**src/rtl/alu_wb_stage_if.sv**
```systemverilog
// Bundle of the ALU-result, writeback, branch-resolve and forwarding signals of alu_wb_stage.
// Latency: none (wires only).
// Backpressure: in_ready/wb_ready carried as plain signals; master = environment, slave = stage.
// Ports (master view):
//   out: in_valid in_opcode in_result in_rd in_wb_en in_target flush wb_ready fwd_addr
//   in : in_ready wb_valid wb_addr wb_data br_taken br_target fwd_hit fwd_data
interface alu_wb_stage_if #(
   parameter int WORD_W  = 16,
   parameter int OPC_W   = 4,
   parameter int RADDR_W = 4,
   parameter int PC_W    = 16
);
   logic               in_valid;
   logic               in_ready;
   logic [OPC_W-1:0]   in_opcode;
   logic [WORD_W-1:0]  in_result;
   logic [RADDR_W-1:0] in_rd;
   logic               in_wb_en;
   logic [PC_W-1:0]    in_target;
   logic               flush;
   logic               wb_valid;
   logic               wb_ready;
   logic [RADDR_W-1:0] wb_addr;
   logic [WORD_W-1:0]  wb_data;
   logic               br_taken;
   logic [PC_W-1:0]    br_target;
   logic [RADDR_W-1:0] fwd_addr;
   logic               fwd_hit;
   logic [WORD_W-1:0]  fwd_data;

   modport master (
      output in_valid, in_opcode, in_result, in_rd, in_wb_en, in_target, flush, wb_ready, fwd_addr,
      input  in_ready, wb_valid, wb_addr, wb_data, br_taken, br_target, fwd_hit, fwd_data
   );

   modport slave (
      input  in_valid, in_opcode, in_result, in_rd, in_wb_en, in_target, flush, wb_ready, fwd_addr,
      output in_ready, wb_valid, wb_addr, wb_data, br_taken, br_target, fwd_hit, fwd_data
   );
endinterface

```
**src/rtl/alu_wb_stage.sv**
```systemverilog
// ALU writeback stage: 2-entry writeback FIFO, branch resolve pulse, combinational forwarding lookup.
// Latency: accepted result visible on wb_* one cycle later; br_taken one cycle after branch accept.
// Backpressure: in_ready drops when both entries are occupied or flush is high; head held until wb_ready.
// Ports: clk, rst_n (async active-low); bus (alu_wb_stage_if.slave) carrying the ALU input,
//   register-file write port, branch outcome and forwarding lookup.
module alu_wb_stage #(
   parameter int WORD_W  = 16,
   parameter int OPC_W   = 4,
   parameter int RADDR_W = 4,
   parameter int PC_W    = 16
) (
   input  logic           clk,
   input  logic           rst_n,
   alu_wb_stage_if.slave  bus
);
   localparam logic [OPC_W-1:0] ALU_NOP  = OPC_W'(0);
   localparam logic [OPC_W-1:0] ALU_BEZ  = OPC_W'(8);
   localparam logic [OPC_W-1:0] ALU_BNEZ = OPC_W'(9);
   localparam logic [OPC_W-1:0] ALU_BEQ  = OPC_W'(10);

   logic [1:0]         count;
   logic               wr_ptr;
   logic               rd_ptr;
   logic [RADDR_W-1:0] ent_rd  [2];
   logic [WORD_W-1:0]  ent_dat [2];
   logic [RADDR_W-1:0] last_addr;
   logic [WORD_W-1:0]  last_data;
   logic               br_taken_q;
   logic [PC_W-1:0]    br_target_q;

   logic in_ready;
   logic accept;
   logic is_branch;
   logic push;
   logic pop;
   logic wb_valid;
   logic young;

   assign in_ready  = (count != 2'd2) & ~bus.flush;
   assign accept    = bus.in_valid & in_ready;
   assign is_branch = (bus.in_opcode == ALU_BEZ) | (bus.in_opcode == ALU_BNEZ) |
                      (bus.in_opcode == ALU_BEQ);
   assign push      = accept & ~is_branch & (bus.in_opcode != ALU_NOP) & bus.in_wb_en;
   assign wb_valid  = (count != 2'd0);
   assign pop       = wb_valid & bus.wb_ready;
   // Most recently written slot; equals rd_ptr when only one entry is held.
   assign young     = ~wr_ptr;

   always_ff @(posedge clk or negedge rst_n) begin
      if (!rst_n) begin
         count      <= 2'd0;
         wr_ptr     <= 1'b0;
         rd_ptr     <= 1'b0;
         ent_rd[0]  <= '0;
         ent_rd[1]  <= '0;
         ent_dat[0] <= '0;
         ent_dat[1] <= '0;
         last_addr  <= '0;
         last_data  <= '0;
      end else if (bus.flush) begin
         // in_ready is low during flush, so no push can coincide; pop is suppressed too.
         count  <= 2'd0;
         wr_ptr <= 1'b0;
         rd_ptr <= 1'b0;
      end else begin
         if (push) begin
            ent_rd[wr_ptr]  <= bus.in_rd;
            ent_dat[wr_ptr] <= bus.in_result;
            wr_ptr          <= ~wr_ptr;
         end
         if (pop) begin
            rd_ptr    <= ~rd_ptr;
            last_addr <= ent_rd[rd_ptr];
            last_data <= ent_dat[rd_ptr];
         end
         case ({push, pop})
            2'b10:   count <= count + 2'd1;
            2'b01:   count <= count - 2'd1;
            default: count <= count;
         endcase
      end
   end

   always_ff @(posedge clk or negedge rst_n) begin
      if (!rst_n) begin
         br_taken_q  <= 1'b0;
         br_target_q <= '0;
      end else begin
         br_taken_q <= accept & is_branch & bus.in_result[0];
         if (accept & is_branch & bus.in_result[0]) begin
            br_target_q <= bus.in_target;
         end
      end
   end

   // Youngest matching entry wins; an entry popped this cycle is still valid here.
   always_comb begin
      bus.fwd_hit  = 1'b0;
      bus.fwd_data = '0;
      if (wb_valid && (ent_rd[young] == bus.fwd_addr)) begin
         bus.fwd_hit  = 1'b1;
         bus.fwd_data = ent_dat[young];
      end else if ((count == 2'd2) && (ent_rd[rd_ptr] == bus.fwd_addr)) begin
         bus.fwd_hit  = 1'b1;
         bus.fwd_data = ent_dat[rd_ptr];
      end
   end

   assign bus.in_ready  = in_ready;
   assign bus.wb_valid  = wb_valid;
   // When empty, present the last popped head instead of a stale slot.
   assign bus.wb_addr   = wb_valid ? ent_rd[rd_ptr]  : last_addr;
   assign bus.wb_data   = wb_valid ? ent_dat[rd_ptr] : last_data;
   assign bus.br_taken  = br_taken_q;
   assign bus.br_target = br_target_q;
endmodule
```
**src/flat_wrapper.sv**
```systemverilog
// flat-port wrapper written by rule: the top's interface ports become plain ports
module alu_wb_stage_flat 
#(
   parameter int WORD_W  = 16,
   parameter int OPC_W   = 4,
   parameter int RADDR_W = 4,
   parameter int PC_W    = 16
)
  (clk, rst_n, bus_in_valid, bus_in_opcode, bus_in_result, bus_in_rd, bus_in_wb_en, bus_in_target, bus_flush, bus_wb_ready, bus_fwd_addr, bus_in_ready, bus_wb_valid, bus_wb_addr, bus_wb_data, bus_br_taken, bus_br_target, bus_fwd_hit, bus_fwd_data);
  alu_wb_stage_if #(.WORD_W(WORD_W), .OPC_W(OPC_W), .RADDR_W(RADDR_W), .PC_W(PC_W)) bus_i ();
  input  logic clk;
  input  logic rst_n;
  input wire logic [$bits(bus_i.in_valid)-1:0] bus_in_valid;
  input wire logic [$bits(bus_i.in_opcode)-1:0] bus_in_opcode;
  input wire logic [$bits(bus_i.in_result)-1:0] bus_in_result;
  input wire logic [$bits(bus_i.in_rd)-1:0] bus_in_rd;
  input wire logic [$bits(bus_i.in_wb_en)-1:0] bus_in_wb_en;
  input wire logic [$bits(bus_i.in_target)-1:0] bus_in_target;
  input wire logic [$bits(bus_i.flush)-1:0] bus_flush;
  input wire logic [$bits(bus_i.wb_ready)-1:0] bus_wb_ready;
  input wire logic [$bits(bus_i.fwd_addr)-1:0] bus_fwd_addr;
  output wire logic [$bits(bus_i.in_ready)-1:0] bus_in_ready;
  output wire logic [$bits(bus_i.wb_valid)-1:0] bus_wb_valid;
  output wire logic [$bits(bus_i.wb_addr)-1:0] bus_wb_addr;
  output wire logic [$bits(bus_i.wb_data)-1:0] bus_wb_data;
  output wire logic [$bits(bus_i.br_taken)-1:0] bus_br_taken;
  output wire logic [$bits(bus_i.br_target)-1:0] bus_br_target;
  output wire logic [$bits(bus_i.fwd_hit)-1:0] bus_fwd_hit;
  output wire logic [$bits(bus_i.fwd_data)-1:0] bus_fwd_data;
  assign bus_i.in_valid = bus_in_valid;
  assign bus_i.in_opcode = bus_in_opcode;
  assign bus_i.in_result = bus_in_result;
  assign bus_i.in_rd = bus_in_rd;
  assign bus_i.in_wb_en = bus_in_wb_en;
  assign bus_i.in_target = bus_in_target;
  assign bus_i.flush = bus_flush;
  assign bus_i.wb_ready = bus_wb_ready;
  assign bus_i.fwd_addr = bus_fwd_addr;
  assign bus_in_ready = bus_i.in_ready;
  assign bus_wb_valid = bus_i.wb_valid;
  assign bus_wb_addr = bus_i.wb_addr;
  assign bus_wb_data = bus_i.wb_data;
  assign bus_br_taken = bus_i.br_taken;
  assign bus_br_target = bus_i.br_target;
  assign bus_fwd_hit = bus_i.fwd_hit;
  assign bus_fwd_data = bus_i.fwd_data;
  alu_wb_stage #(.WORD_W(WORD_W), .OPC_W(OPC_W), .RADDR_W(RADDR_W), .PC_W(PC_W)) u_core (.clk(clk), .rst_n(rst_n), .bus(bus_i));
endmodule
```
**config.mk**
```make
export PLATFORM = sky130hd
export DESIGN_NAME = alu_wb_stage_flat
export DESIGN_NICKNAME = d
export VERILOG_FILES = /design/src/rtl/alu_wb_stage_if.sv /design/src/rtl/alu_wb_stage.sv /design/src/flat_wrapper.sv
export SDC_FILE = /design/constraint.sdc
export NUM_CORES = 1
export LEC_CHECK = 0
export CORE_AREA = 2 2 104 106
export CTS_CLUSTER_DIAMETER = 120
export DETAILED_ROUTE_END_ITERATION = 10
export DIE_AREA = 0 0 106 108
export MAX_ROUTING_LAYER = met4
export PLACE_DENSITY = 0.78
export SLEW_MARGIN = 30
export SYNTH_ARGS = -nofsm -noshare
export SYNTH_HDL_FRONTEND = slang
export SYNTH_SLANG_ARGS = --single-unit
```
**constraint.sdc**
```tcl
create_clock -name clk -period 2 [get_ports clk]
set_input_delay 0.4 -clock clk [delete_from_list [all_inputs] [get_ports clk]]
set_output_delay 0.4 -clock clk [all_outputs]
set_load 0.005 [all_outputs]
```
==> metrics.txt, run 1 <==
GRT Util Overall=24.0%; syn_nets=458; sw power=2.09 mW; Synth area leaders=dfrtp_1, mux2_1, nor2_1; transition time at the pin with the least slew margin=0.453 ns; global-route wire length before repair=20,500 µm; fillers=668; global placer's final weighted congestion=0.843; fmax=332 MHz; worst skew pair latency=0.35 ns; hold crit path type=input port to asynchronous set/reset pin; Reg clk slew, reported paths=0.09 ns; area occupied by multi-input gates=2740 µm²; Clock Skew=0.0162 ns; total power draw=6.50 mW; post-synth top area cell=dfrtp_1; Period minus WS final=3.01 ns; DR vias/cell=5.36; Post-synth EDFFs=0; clk root buf=clkbuf_8; Synth Flop Type=dfrtp_1; status=finished with violations; most numerous cell in the Yosys netlist=dfrtp_1; final hold vios=0; Num CTS Buffers=9; clock group share of total power=22.4%; Setup WS pre-CTS=-1.07 ns; WS Path Type=flip-flop to primary output; Layout area overhead=70.0%; total gr overflow=0; Ant. Diodes=0; initial antenna violation count=0; final worst slack=-1.01 ns; Sw Share=32.2%; Power Density=884 nW/µm²; Post-Synth XOR/XNOR Area=1.82%; adder-cell area share of the yosys netlist=0%; synthesized cell area=4330 µm²; iteration count of the initial detailed-routing pass=4; unrepaired setup endpoints after global routing=yes; # DRC=0; share of the synthesized area in the top cell type=46.9%; library cells used by synthesis=36; worst path required time=1.60 ns; vias in the first global route=4,037; post-synthesis sequential area ratio=46.9%; combinational power share=38.8%; final wirelength=14,500 µm; routed vias=3,954; main combinational cell family by area after synthesis=multiplexers; Die W=106 µm; H-tree depth=3; asr flop ratio synth=100%; failing checks=negative setup slack; register cell area after layout=2030 µm²; DIE AREA=11,400 µm²; Max VDD drop=0.654 mV; fraction of layout cells with a size suffix above 1=50.1%; Crit Path Max Fanout=5; crit end category=primary output; yosys warns=0; # hold bufs at CTS=0; Synth Area in Compound Gates=13.2%; most frequent cells after synthesis=dfrtp_1, nor2_1, mux2_1, a21oi_1, nand2_1; Routed wire per std cell=19.7 µm; largest net degree at the start of global routing=82; die extent in y=108 µm; CP startpoint kind=flip-flop; mux cell area share after synthesis=17.1%; buffers added on ports=105; fin crit share=150%; final net count=646; Post-Synthesis Cells=408; Power Internal=4.41 mW; Longest Clk Path Bufs=2; core area=10,200 µm²; drt initial violations=230; # clock sinks=81; Flop pwr share=38.8%; P_leak=3.22 nW; Max-Cap Viols=0; Synth Area in Simple Gates=16.7%; Post-DP HPWL=8100 µm; Seq cells post-synth=81; setup violators final=90; Rel. slew slack=69.8%; CTS tree=yes; row count=37; # IOs=106; Initial Util=42.3%; antenna viol nets, final=0; Worst Path Arrival=2.61 ns; syn_area_per_cell=10.6 µm²; Slew Limit Fails=0
## critical path, stage by stage (launching register included)
cell	delay, ns
dfrtp_2	0.50
mux2i_1	0.28
xor2_1	0.28
nand4_4	0.18
buf_12	0.18
buf_8	0.12
buf_6	0.12
or3b_1	0.36
o211ai_2	0.09
buf_2	0.14
## layer usage
layer | vias to the layer above | wire length, µm | GRT usage [%]
li1 | 1815 | - | -
met3 | 15 | 583 | 4.64
met1 | 2013 | 6120 | 29.5
met2 | 111 | 7610 | 39.7
met5 | - | 0 | -
met4 | 0 | 191 | 8.93
## final timing paths
kind	end	start	cells after the start	slack (ns)
hold reg to reg	u_core.bus.br_target[4]$_DFFE_PN0P_	u_core.bus.br_target[4]$_DFFE_PN0P_	1	0.52
hold / removal	u_core.ent_dat[9]$_DFFE_PN0P_	rst_n	2	0.06
min in group clk	u_core.bus.br_target[4]$_DFFE_PN0P_	u_core.bus.br_target[4]$_DFFE_PN0P_	1	0.52
setup / recovery	bus_fwd_data[6]	u_core.wr_ptr$_DFFE_PN0P_	9	-1.01
max in group asynchronous	u_core.rd_ptr$_DFFE_PN0P_	rst_n	2	1.56
setup reg to reg	u_core.bus.br_target[2]$_DFFE_PN0P_	u_core.count[0]$_DFFE_PN0P_	10	-0.16
## cell usage in the layout, fill, tap and decap left out, drive strengths merged, types with 2 or more instances in the layout
| cell | Yosys | final |
|---|---|---|
| bufinv | 0 | 3 |
| clkbuf | 15 | 15 |
| inv | 2 | 4 |
| xor2 | 5 | 5 |
| mux2 | 56 | 56 |
| dfrtp | 81 | 81 |
| xnor2 | 4 | 4 |
| o211ai | 16 | 16 |
| mux2i | 10 | 10 |
| nand2 | 20 | 20 |
| and2 | 17 | 17 |
| or3b | 16 | 16 |
| clkdlybuf4s50 | 0 | 65 |
| o2111ai | 16 | 16 |
| buf | 16 | 137 |
| a21oi | 42 | 42 |
| nor2 | 62 | 62 |
| o21ai | 2 | 2 |
| nor2b | 16 | 16 |
## area by class of cell
type                       count  share of cell area, %
clock inverter                 6                   1.53
inverter                       2                  0.136
timing repair buffer         208                   29.5
clock buffer                  10                   1.74
multi-input combinational    294                   37.2
tap                          136                   2.31
sequential                    81                   27.6
## flip-flops by register name (all words and copies together), names as in the netlist
signal,count
u_core.ent_rd,8
u_core.last_data,16
u_core.wr_ptr,1
u_core.ent_dat,32
u_core.bus.br_target,16
u_core.rd_ptr,1
u_core.bus.br_taken,1
u_core.count,2
u_core.last_addr,4
## kinds of logic (layout without fill, tap and decap cells)
family,Yosys count,in the layout
buf+inv,33,226
xor+xnor,9,9
compound gates,81,81
flops,81,81
simple gates,138,138
mux,66,66
## per-stage QoR
step	setup TNS (ns)	cell area [µm²]	utilization, %	cells	hold slack (ns)
finish	-24.00	7350	71.9	737	0.0583
global route	-29.77	7350	71.9	737	0.0965
CTS	-31.11	6840	66.9	727	0.0828
detailed placement	-35.87	5850	57.2	667	0.459
global placement	-33.51	5850	57.2	667	0.453
floorplan	-0.575	4330	-	408	0.104
## timing repair
item	4_1_cts	5_1_grt
setup endpoints to repair	60	118
pin swaps	20	26
gates cloned	7	4
setup buffers	37	14
resized for setup	263	113
## power by group through the flow
| stage | clock network, mW | logic (mW) | registers (mW) |
|---|---|---|---|
| final | 1.46 | 2.52 | 2.52 |
| after global routing | 1.55 | 2.71 | 2.57 |
| after CTS | 1.47 | 2.13 | 2.43 |
| after detailed placement | 0 | 1.92 | 2.41 |
| after global placement | 0 | 1.87 | 2.37 |
| after floorplan | 0 | 0.898 | 2.34 |
(Power assumes the default switching activity.)
==> run 2: changes to the inputs <==
--- a/config.mk
+++ b/config.mk
@@ -5,12 +5,13 @@
 export SDC_FILE = /design/constraint.sdc
 export NUM_CORES = 1
 export LEC_CHECK = 0
-export CORE_AREA = 2 2 104 106
+export CORE_AREA = 2 2 105 107
+export CTS_BUF_LIST = sky130_fd_sc_hd__clkbuf_16
 export CTS_CLUSTER_DIAMETER = 120
 export DETAILED_ROUTE_END_ITERATION = 10
-export DIE_AREA = 0 0 106 108
+export DIE_AREA = 0 0 107 109
 export MAX_ROUTING_LAYER = met4
-export PLACE_DENSITY = 0.78
+export PLACE_DENSITY = 0.77
 export SLEW_MARGIN = 30
 export SYNTH_ARGS = -nofsm -noshare
 export SYNTH_HDL_FRONTEND = slang
==> run 2 against run 1 <==
The flow still finishes with violations (negative setup slack); critical path depth stayed put; worst setup slack worse by 0.037 ns; global-route usage is 1.2 points higher; first-iteration DRC count is 0.87% higher; cell count is 1.5% lower; flip-flop and latch count stayed put; largest cell class unchanged.
==> metrics.txt, run 2 (synthesis results as in run 1) <==
Setup WS pre-CTS=-0.984 ns (+0.0896 ns); Slew Limit Fails=0 (unchanged); WS Path Type=flip-flop to primary output; CP max stage cell=dfrtp_2; Longest Clk Path Bufs=2 (unchanged); GRT Util Overall=25.2% (+1.2 points); transition time at the pin with the least slew margin=0.392 ns (-0.0604 ns); CTS tree=yes; final net count=632 (-2.2%); Routed wire per std cell=19.9 µm (+0.91%); Rel. slew slack=73.8% (+3.9 points); DR vias/cell=5.44 (+1.4%); Max VDD drop=0.587 mV (-10%); Inst Count DP=674 (+1.0%); Min-Delay Startpoint=u_core.ent_dat[8]$_DFFE_PN0P_; Num CTS Buffers=9 (unchanged); Reg clk slew, reported paths=0.06 ns (-0.03 ns); vias in the first global route=4,306 (+6.7%); global placer's final weighted congestion=0.825 (-2.2%); worst skew pair latency=0.34 ns (about the same); Power Density=936 nW/µm² (+5.9%); final hold vios=0 (unchanged); Largest Register=u_core.ent_dat; Crit Path Max Fanout=7 (+2); DIE AREA=11,700 µm² (+1.9%); CP peak stage delay=0.50 ns (about the same); global-route wire length before repair=21,900 µm (+6.6%); Max-Cap Viols=0 (unchanged); Critical Path Source=u_core.wr_ptr$_DFFE_PN0P_; die extent in y=109 µm (+0.93%); fmax=328 MHz (-1.2%); non-filler instance count after layout=726 (-1.5%); P_leak=3.10 nW (-3.9%); drt initial violations=232 (+0.87%); Die W=107 µm (+0.94%); final worst slack=-1.05 ns (-0.0370 ns); RR Startpoint=u_core.count[1]$_DFFE_PN0P_; worst path required time=1.60 ns (about the same); fraction of layout cells with a size suffix above 1=43.3% (-6.7 points); commonest non-fill, non-tap cells in the layout=dfrtp_1, clkdlybuf4s50_1, buf_4; final wirelength=14,400 µm (-0.59%); # IOs=106 (unchanged); Critical Path Most Common Cell=mux2i_2; fillers=713 (+6.7%); largest net degree at the start of global routing=41 (-50%); row count=38 (+2.7%); Post-DP HPWL=8000 µm (-1.3%); Initial Util=40.8% (-1.5 points); buffers added on ports=105 (unchanged); CP delay by family, top=multiplexers; total gr overflow=0 (unchanged); status=finished with violations; initial antenna violation count=0 (unchanged); core area=10,600 µm² (+3.6%); CP startpoint kind=flip-flop; fin crit share=152% (+1.9 points); setup violators final=54 (-40%); Worst Path Arrival=2.65 ns (+0.04 ns); most common cell after layout, fill and taps aside=dfrtp_1; cells along the critical path=mux2i_2 > mux2i_2 > nand4_4 > buf_12 > buf_16 > buf_8 > or3b_1 > o211ai_1 > buf_2; worst path bufs/invs=4 (unchanged); H-tree depth=3 (unchanged); # DRC=0 (unchanged); crit end category=primary output; Layout area overhead=63.8%; Clock Skew=0.00711 ns (-0.00905 ns); max reg flops=32 (unchanged); hold crit path type=flip-flop to flip-flop; iteration count of the initial detailed-routing pass=4 (unchanged); Ant. Diodes=0 (unchanged); failing checks=negative setup slack; # clock sinks=81 (unchanged); unrepaired setup endpoints after global routing=yes; antenna viol nets, final=0 (unchanged); Period minus WS final=3.05 ns (+0.0370 ns); routed vias=3,951 (-0.076%); clk root buf=clkbuf_16
## run 2: per-layer routing
metal	up-vias	global-route usage, %	share of wire [%]
li1	1797	-	-
met1	1974	28.2	39
met2	141	43.8	52
met3	39	5.14	5.5
met4	0	11.4	3.5
met5	-	-	0
## run 2: worst reg2reg max path, stage by stage (launching register included)
cell and delay (ns):
dfrtp_1 0.41, buf_6 0.13, buf_4 0.14, a21oi_4 0.19, nand2_2 0.10, nor4bb_4 0.31, buf_4 0.19, buf_8 0.13
mux2_4 0.30
## run 2: stage by stage
stage	util (%)	hold slack, ns	cell area [µm²]	setup TNS [ns]	total power, mW
global route	66.8	0.517	7080	-24.57	6.95
finish	66.8	0.496	7080	-20.15	6.63
CTS	65.0	0.488	6890	-21.10	6.32
floorplan	-	0.104	4330	-0.575	3.23
detailed placement	55.5	0.345	5890	-28.93	4.30
global placement	55.5	0.339	5890	-26.40	4.22
## run 2: what timing repair did
| action | 4_1_cts | 5_1_grt |
|---|---|---|
| hold buffers | 1 | 0 |
| setup endpoints to repair | 44 | 117 |
| gates cloned | 10 | 1 |
| gates resized for setup | 257 | 63 |
| setup buffers | 25 | 6 |
| pin swaps | 13 | 12 |
| endpoints found under the hold margin | 24 | 0 |
## run 2: power by group
group / switching, mW / leakage, nW / internal, mW / total (mW)
logic: 1.01 / 1.95 / 1.33 / 2.34
registers: 0.414 / 1.00 / 2.11 / 2.52
clock network: 0.688 / 0.145 / 1.08 / 1.77
total: 2.11 / 3.10 / 4.52 / 6.63
## run 2: worst paths after layout
path | to | slack [ns] | cells after the start
max in group asynchronous | u_core.last_addr[1]$_DFFE_PN0P_ | 0.90 | 3
worst min-delay path | u_core.ent_dat[8]$_DFFE_PN0P_ | 0.50 | 1
min in group asynchronous | u_core.ent_dat[26]$_DFFE_PN0P_ | 0.52 | 2
worst max-delay path | bus_fwd_data[0] | -1.05 | 9
worst min register to register | u_core.ent_dat[8]$_DFFE_PN0P_ | 0.50 | 1
worst max register to register | u_core.bus.br_target[5]$_DFFE_PN0P_ | -0.03 | 8
## run 2: final cells by class
cell class / instances / area (µm²) / area share [%]
multi-input cells: 294 / 2620 / 36.9
flip-flops and latches: 81 / 2030 / 28.6
repair buffers: 194 / 1940 / 27.4
clock buffers: 9 / 225 / 3.18
well taps: 140 / 175 / 2.47
clock inverters: 6 / 83.8 / 1.18
inverters: 2 / 10.0 / 0.141
